===== src/rtl/nubus_pkg.sv =====
// NuBus master-side shared types and constants.
// State encoding plus RQST*/START*/ACK* line polarity.
package nubus_pkg;

  typedef enum logic [2:0] {
    IDLE,
    ARB,
    LOST,
    WAIT_BUS,
    OWN
  } state_t;

  localparam int ARB_CYCLES_DEF = 2;

  localparam logic LINE_ACT = 1'b0;
  localparam logic LINE_REL = 1'b1;

endpackage


===== src/rtl/nubus_busy_tracker.sv =====
// Tracks whether a NuBus transaction is in flight.
// START-only opens it, ACK-only closes it, attention holds.
module nubus_busy_tracker
  import nubus_pkg::*;
(
  input  logic clk,
  input  logic rst,
  input  logic nub_startni,
  input  logic nub_ackni,
  output logic busy
);

  logic start_a;
  logic ack_a;

  assign start_a = (nub_startni == LINE_ACT);
  assign ack_a   = (nub_ackni == LINE_ACT);

  // busy flag follows START-only / ACK-only clocks
  always_ff @(posedge clk or posedge rst) begin
    if (rst) begin
      busy <= 1'b0;
    end else if (start_a && !ack_a) begin
      busy <= 1'b1;
    end else if (ack_a && !start_a) begin
      busy <= 1'b0;
    end
  end

endmodule


===== src/rtl/nubus_master_request.sv =====
// NuBus master request/ownership controller.
// Arbitration timing, bus-free wait, fairness, watchdog.
module nubus_master_request
  import nubus_pkg::*;
#(
  parameter int ARB_CYCLES = ARB_CYCLES_DEF,
  parameter int TMO_CYCLES = 255,
  parameter int TMO_W      = 8
) (
  input  logic nub_clk,
  input  logic nub_reset,
  input  logic req_i,
  input  logic lock_i,
  input  logic done_i,
  input  logic grant_i,
  input  logic nub_rqstni,
  input  logic nub_startni,
  input  logic nub_ackni,
  output logic arbcy_o,
  output logic nub_rqst_oe,
  output logic start_o,
  output logic owner_o,
  output logic tmo_o
);

  localparam int ARB_W =
    (ARB_CYCLES > 1) ? $clog2(ARB_CYCLES) : 1;
  localparam logic [ARB_W-1:0] ARB_LAST =
    ARB_W'(ARB_CYCLES - 1);
  localparam logic [TMO_W-1:0] TMO_LAST =
    TMO_W'(TMO_CYCLES - 1);

  state_t           state;
  logic [ARB_W-1:0] arb_cnt;
  logic [TMO_W-1:0] tmo_cnt;
  logic             seen_start;
  logic             fair_block;
  logic             busy;
  logic             start_only;
  logic             ack_only;
  logic             rqst_free;

  assign start_only = (nub_startni == LINE_ACT) &&
                      (nub_ackni == LINE_REL);
  assign ack_only   = (nub_ackni == LINE_ACT) &&
                      (nub_startni == LINE_REL);
  assign rqst_free  = (nub_rqstni == LINE_REL);

  nubus_busy_tracker u_busy (
    .clk         (nub_clk),
    .rst         (nub_reset),
    .nub_startni (nub_startni),
    .nub_ackni   (nub_ackni),
    .busy        (busy)
  );

  // request FSM with registered outputs and fairness latch
  always_ff @(posedge nub_clk or posedge nub_reset) begin
    if (nub_reset) begin
      state       <= IDLE;
      arb_cnt     <= '0;
      tmo_cnt     <= '0;
      seen_start  <= 1'b0;
      fair_block  <= 1'b0;
      arbcy_o     <= 1'b0;
      nub_rqst_oe <= 1'b0;
      start_o     <= 1'b0;
      owner_o     <= 1'b0;
      tmo_o       <= 1'b0;
    end else begin
      start_o <= 1'b0;
      tmo_o   <= 1'b0;
      if (rqst_free) fair_block <= 1'b0;
      unique case (state)
        IDLE: begin
          if (req_i && (!fair_block || rqst_free)) begin
            state       <= ARB;
            arb_cnt     <= '0;
            arbcy_o     <= 1'b1;
            nub_rqst_oe <= 1'b1;
          end
        end
        ARB: begin
          if (!req_i) begin
            state       <= IDLE;
            arbcy_o     <= 1'b0;
            nub_rqst_oe <= 1'b0;
          end else if (arb_cnt == ARB_LAST) begin
            if (grant_i) begin
              state <= WAIT_BUS;
            end else begin
              state      <= LOST;
              arbcy_o    <= 1'b0;
              seen_start <= 1'b0;
            end
          end else begin
            arb_cnt <= arb_cnt + 1'b1;
          end
        end
        LOST: begin
          if (!req_i) begin
            state       <= IDLE;
            nub_rqst_oe <= 1'b0;
          end else if (!seen_start) begin
            if (start_only) seen_start <= 1'b1;
          end else if (ack_only) begin
            state   <= ARB;
            arb_cnt <= '0;
            arbcy_o <= 1'b1;
          end
        end
        WAIT_BUS: begin
          if (!req_i) begin
            state       <= IDLE;
            arbcy_o     <= 1'b0;
            nub_rqst_oe <= 1'b0;
          end else if (!busy) begin
            state       <= OWN;
            start_o     <= 1'b1;
            owner_o     <= 1'b1;
            arbcy_o     <= 1'b0;
            nub_rqst_oe <= lock_i;
            tmo_cnt     <= '0;
          end
        end
        OWN: begin
          nub_rqst_oe <= lock_i;
          if (done_i && lock_i && req_i) begin
            start_o <= 1'b1;
            tmo_cnt <= '0;
          end else if (done_i || tmo_cnt == TMO_LAST) begin
            state       <= IDLE;
            owner_o     <= 1'b0;
            nub_rqst_oe <= 1'b0;
            fair_block  <= 1'b1;
            tmo_o       <= !done_i;
          end else begin
            tmo_cnt <= tmo_cnt + 1'b1;
          end
        end
        default: begin
          state       <= IDLE;
          arbcy_o     <= 1'b0;
          nub_rqst_oe <= 1'b0;
          owner_o     <= 1'b0;
        end
      endcase
    end
  end

endmodule


===== config.mk =====
export PLATFORM = sky130hd
export DESIGN_NAME = nubus_master_request
export DESIGN_NICKNAME = d
export VERILOG_FILES = /design/src/rtl/nubus_pkg.sv /design/src/rtl/nubus_busy_tracker.sv /design/src/rtl/nubus_master_request.sv
export SDC_FILE = /design/constraint.sdc
export NUM_CORES = 1
export LEC_CHECK = 0
export ABC_AREA = 0
export CAP_MARGIN = 25
export CORE_MARGIN = 5
export CORE_UTILIZATION = 45
export DETAILED_ROUTE_END_ITERATION = 10
export DONT_BUFFER_PORTS = 1
export PLACE_DENSITY = 0.64
export SLEW_MARGIN = 10
export SYNTH_ARGS = -nofsm -noshare
export SYNTH_HDL_FRONTEND = slang
export SYNTH_SLANG_ARGS = --single-unit

===== constraint.sdc =====
create_clock -name nub_clk -period 3.6 [get_ports nub_clk]
set_input_delay 0.18 -clock nub_clk [delete_from_list [all_inputs] [get_ports nub_clk]]
set_output_delay 0.18 -clock nub_clk [all_outputs]
set_load 0.01 [all_outputs]

==> out/summary.txt <==
Outcome: completed
Syn_nets: 139
First-pass GRT wire length: 4.15 mm
CP peak stage delay: 0.57 ns
Clock Sinks: 20
CTS H-tree lvls: 1
Total wire length: 2.43 mm
# nets final: 140
Total GRT Usage: 0.152
Die area: 0.00374 mm^2
Crit share post-route: 0.583
Post-synthesis sequential area ratio: 0.426
Delay-heaviest family, CP: compound AO/OA/AOI/OAI gates
WP data required: 3.82 ns
#FFs+latches synth: 20
Core box area: 0.00250 mm^2
Die Span Y: 61.1 um
Fin crit period: 2.10 ns
Comb pwr share: 0.286
Unrepaired setup endpoints after global routing: false
Sw Share: 0.347
Setup TNS: 0 ns
Net Switching: 264 uW
Cell Area, Synth: 0.00118 mm^2
Initial antenna violation count: 0
Leakage: 0.553 nW
Part of the power in the clock network: 0.248
Critical path class: reg2reg
Slew Limit Fails: 0
Port bufs: 0
Skew final: 0.0148 ns
# diodes: 0
Final ANT Viol Nets: 0
Final setup vio count: 0
Asr flop ratio synth: 1.00
Sequential share of power: 0.467
Reg clk slew, reported paths: 0.13 ns
Worst EP arrival: 2.32 ns
End-of-flow core utilization: 0.503
FMAX: 476 MHz
Cells after Synth: 126
Number of buffers and inverters on the critical path: 0
Area Growth Syn to Fin: 6.92%
Max Cap Viol: 0
Grt total ovfl: 0
Register area: 500 um^2
Multi-input logic area: 627 um^2
Max transition margin: 0.492
1st-pass router iterations: 4
Row count: 18
Gates resized, CTS repair: 0
DR iter-0 viols: 42
Hold Path Class: in2reg
Wire length per cell: 15.6 um
CTS root buf: clkbuf_4
Worst Path Max Fanout: 15
Via Count: 935
Cell internal pwr: 497 uW
Share of layout cells above drive strength 1: 0.0794
Number of fillers in the final layout: 219
Unique masters post-synth: 41
Initial Util: 0.470
Clk_lat worst skew: 0.31 ns
Vias in the first global route: 883
Peak supply drop: 397 uV
CTS Buf Count: 3
Worst Setup Start Kind: flop
Boundary Pins: 14
CTS max path bufs: 2
Syn Area/Cell: 9.33 um^2
Top cell type's share of synthesized area: 0.426
Final Wtd Congestion: 0.824
Die W: 61.1 um
CTS tree: built
Leading register cell type out of synthesis: dfrtp_1
PwrDens: 605 mW/mm^2
Worst-margin pin slew: 0.761 ns
Worst Setup End Kind: flop
Worst-path cell chain: nor4b_1 -> a21boi_1 -> o22ai_1 -> mux2_2
HPWL Detailed: 1.77 mm
Post-DR vias/cell: 5.99
Drt drc: 0
Largest net degree at the start of global routing: 21
Synth top area cells: dfrtp_1 43%, ha_1 4.3%, a22o_1 3.0%
Final hold violation count: 0
Warnings from Yosys: 0
Post-synth EDFFs: 0
Slowest stage cell, crit path: a21boi_1
Synth area leader: dfrtp_1
[Yosys cell counts, types with 2 or more instances]
library cell	instances
a2bb2oi_1	3
o31ai_1	2
a21oi_1	5
dfrtp_1	20
a22o_1	4
mux2_2	3
o22ai_1	2
inv_1	8
and3_1	2
nor2b_1	5
nand2b_1	5
clkbuf_1	5
nand2_1	8
nor2_1	9
o21ai_0	5
ha_1	4
a31oi_1	4
a211o_1	2
nor3_1	2
nand3_1	7
[power groups by stage]
stage / clock (mW) / combinational [mW] / sequential, mW
after floorplan: 0 / 0.209 / 0.322
after global placement: 0 / 0.217 / 0.357
after detailed placement: 0 / 0.217 / 0.360
after CTS: 0.192 / 0.220 / 0.355
after global routing: 0.202 / 0.248 / 0.367
final: 0.188 / 0.217 / 0.355
[layer usage]
metal,up-vias,part of all wire,GRT usage
met5,-,0,0
met4,0,0.019,0.0898
met3,5,0.042,0.0335
met2,17,0.47,0.225
met1,445,0.47,0.203
li1,468,-,-
[through the flow]
step,hold slack (ns),power [mW],setup slack [ns],instance area [um^2],cells
after floorplan,0.144,0.530,1.89,1180,126
after global placement,0.252,0.573,1.65,1190,151
after detailed placement,0.262,0.577,1.56,1190,151
after CTS,0.00865,0.766,1.51,1260,156
after global routing,0.0499,0.818,1.32,1260,156
final,0.0206,0.760,1.50,1260,156
[flip-flops by register name, indices dropped and copies added, names as in the netlist]
register     cells
owner_o          1
seen_start       1
nub_rqst_oe      1
state            3
arb_cnt          1
arbcy_o          1
fair_block       1
tmo_o            1
start_o          1
tmo_cnt          8
u_busy.busy      1
[final cells by class]
type                            instances  share of cell area
Tap cell                               30              0.0299
Sequential cell                        20               0.398
Multi-Input combinational cell         93               0.499
Timing Repair Buffer                    1             0.00796
Inverter                                8              0.0239
Clock inverter                          1              0.0239
Clock buffer                            3              0.0179
[logic make-up after synthesis]
kind of cell / Yosys count / share of synthesized area
AND/OR/NAND/NOR: 47 / 0.218
AO/OA/AOI/OAI: 38 / 0.235
flip-flops: 20 / 0.426
buffers and inverters: 13 / 0.0415
multiplexers: 4 / 0.0372
adder cells (fa/ha/maj): 4 / 0.0426
[repair_timing]
item,CTS,global route
endpoints found under the hold margin,20,0
hold buffers,1,0
buffers inserted,0,0
[final timing paths]
| check | startpoint | end | slack (ns) | cells after the start |
|---|---|---|---|---|
| setup / recovery | state[0] | tmo_cnt[7] | 1.50 | 4 |
| hold / removal | grant_i | seen_start | 0.02 | 2 |
| setup reg to reg | state[0] | tmo_cnt[7] | 1.50 | 4 |
| hold reg to reg | tmo_cnt[7] | tmo_cnt[7] | 0.56 | 1 |
| max in group asynchronous | nub_reset | seen_start | 2.68 | 2 |
| min in group asynchronous | nub_reset | fair_block | 0.42 | 2 |
[placed cells by master, fill, tap and decap left out, types with 2 or more instances in the layout]
cell type / count
a22o_1: 4
ha_1: 4
o21ai_0: 5
dfrtp_1: 20
a21oi_1: 5
nand2b_1: 5
a2bb2oi_1: 3
nand3_1: 7
and3_1: 2
a31oi_1: 4
nor2b_1: 5
clkbuf_4: 3
a211o_1: 2
nor2_1: 9
mux2_2: 3
nor3_1: 2
o22ai_1: 2
inv_1: 8
nand2_1: 8
o31ai_1: 2
(Power assumes the default switching activity.)
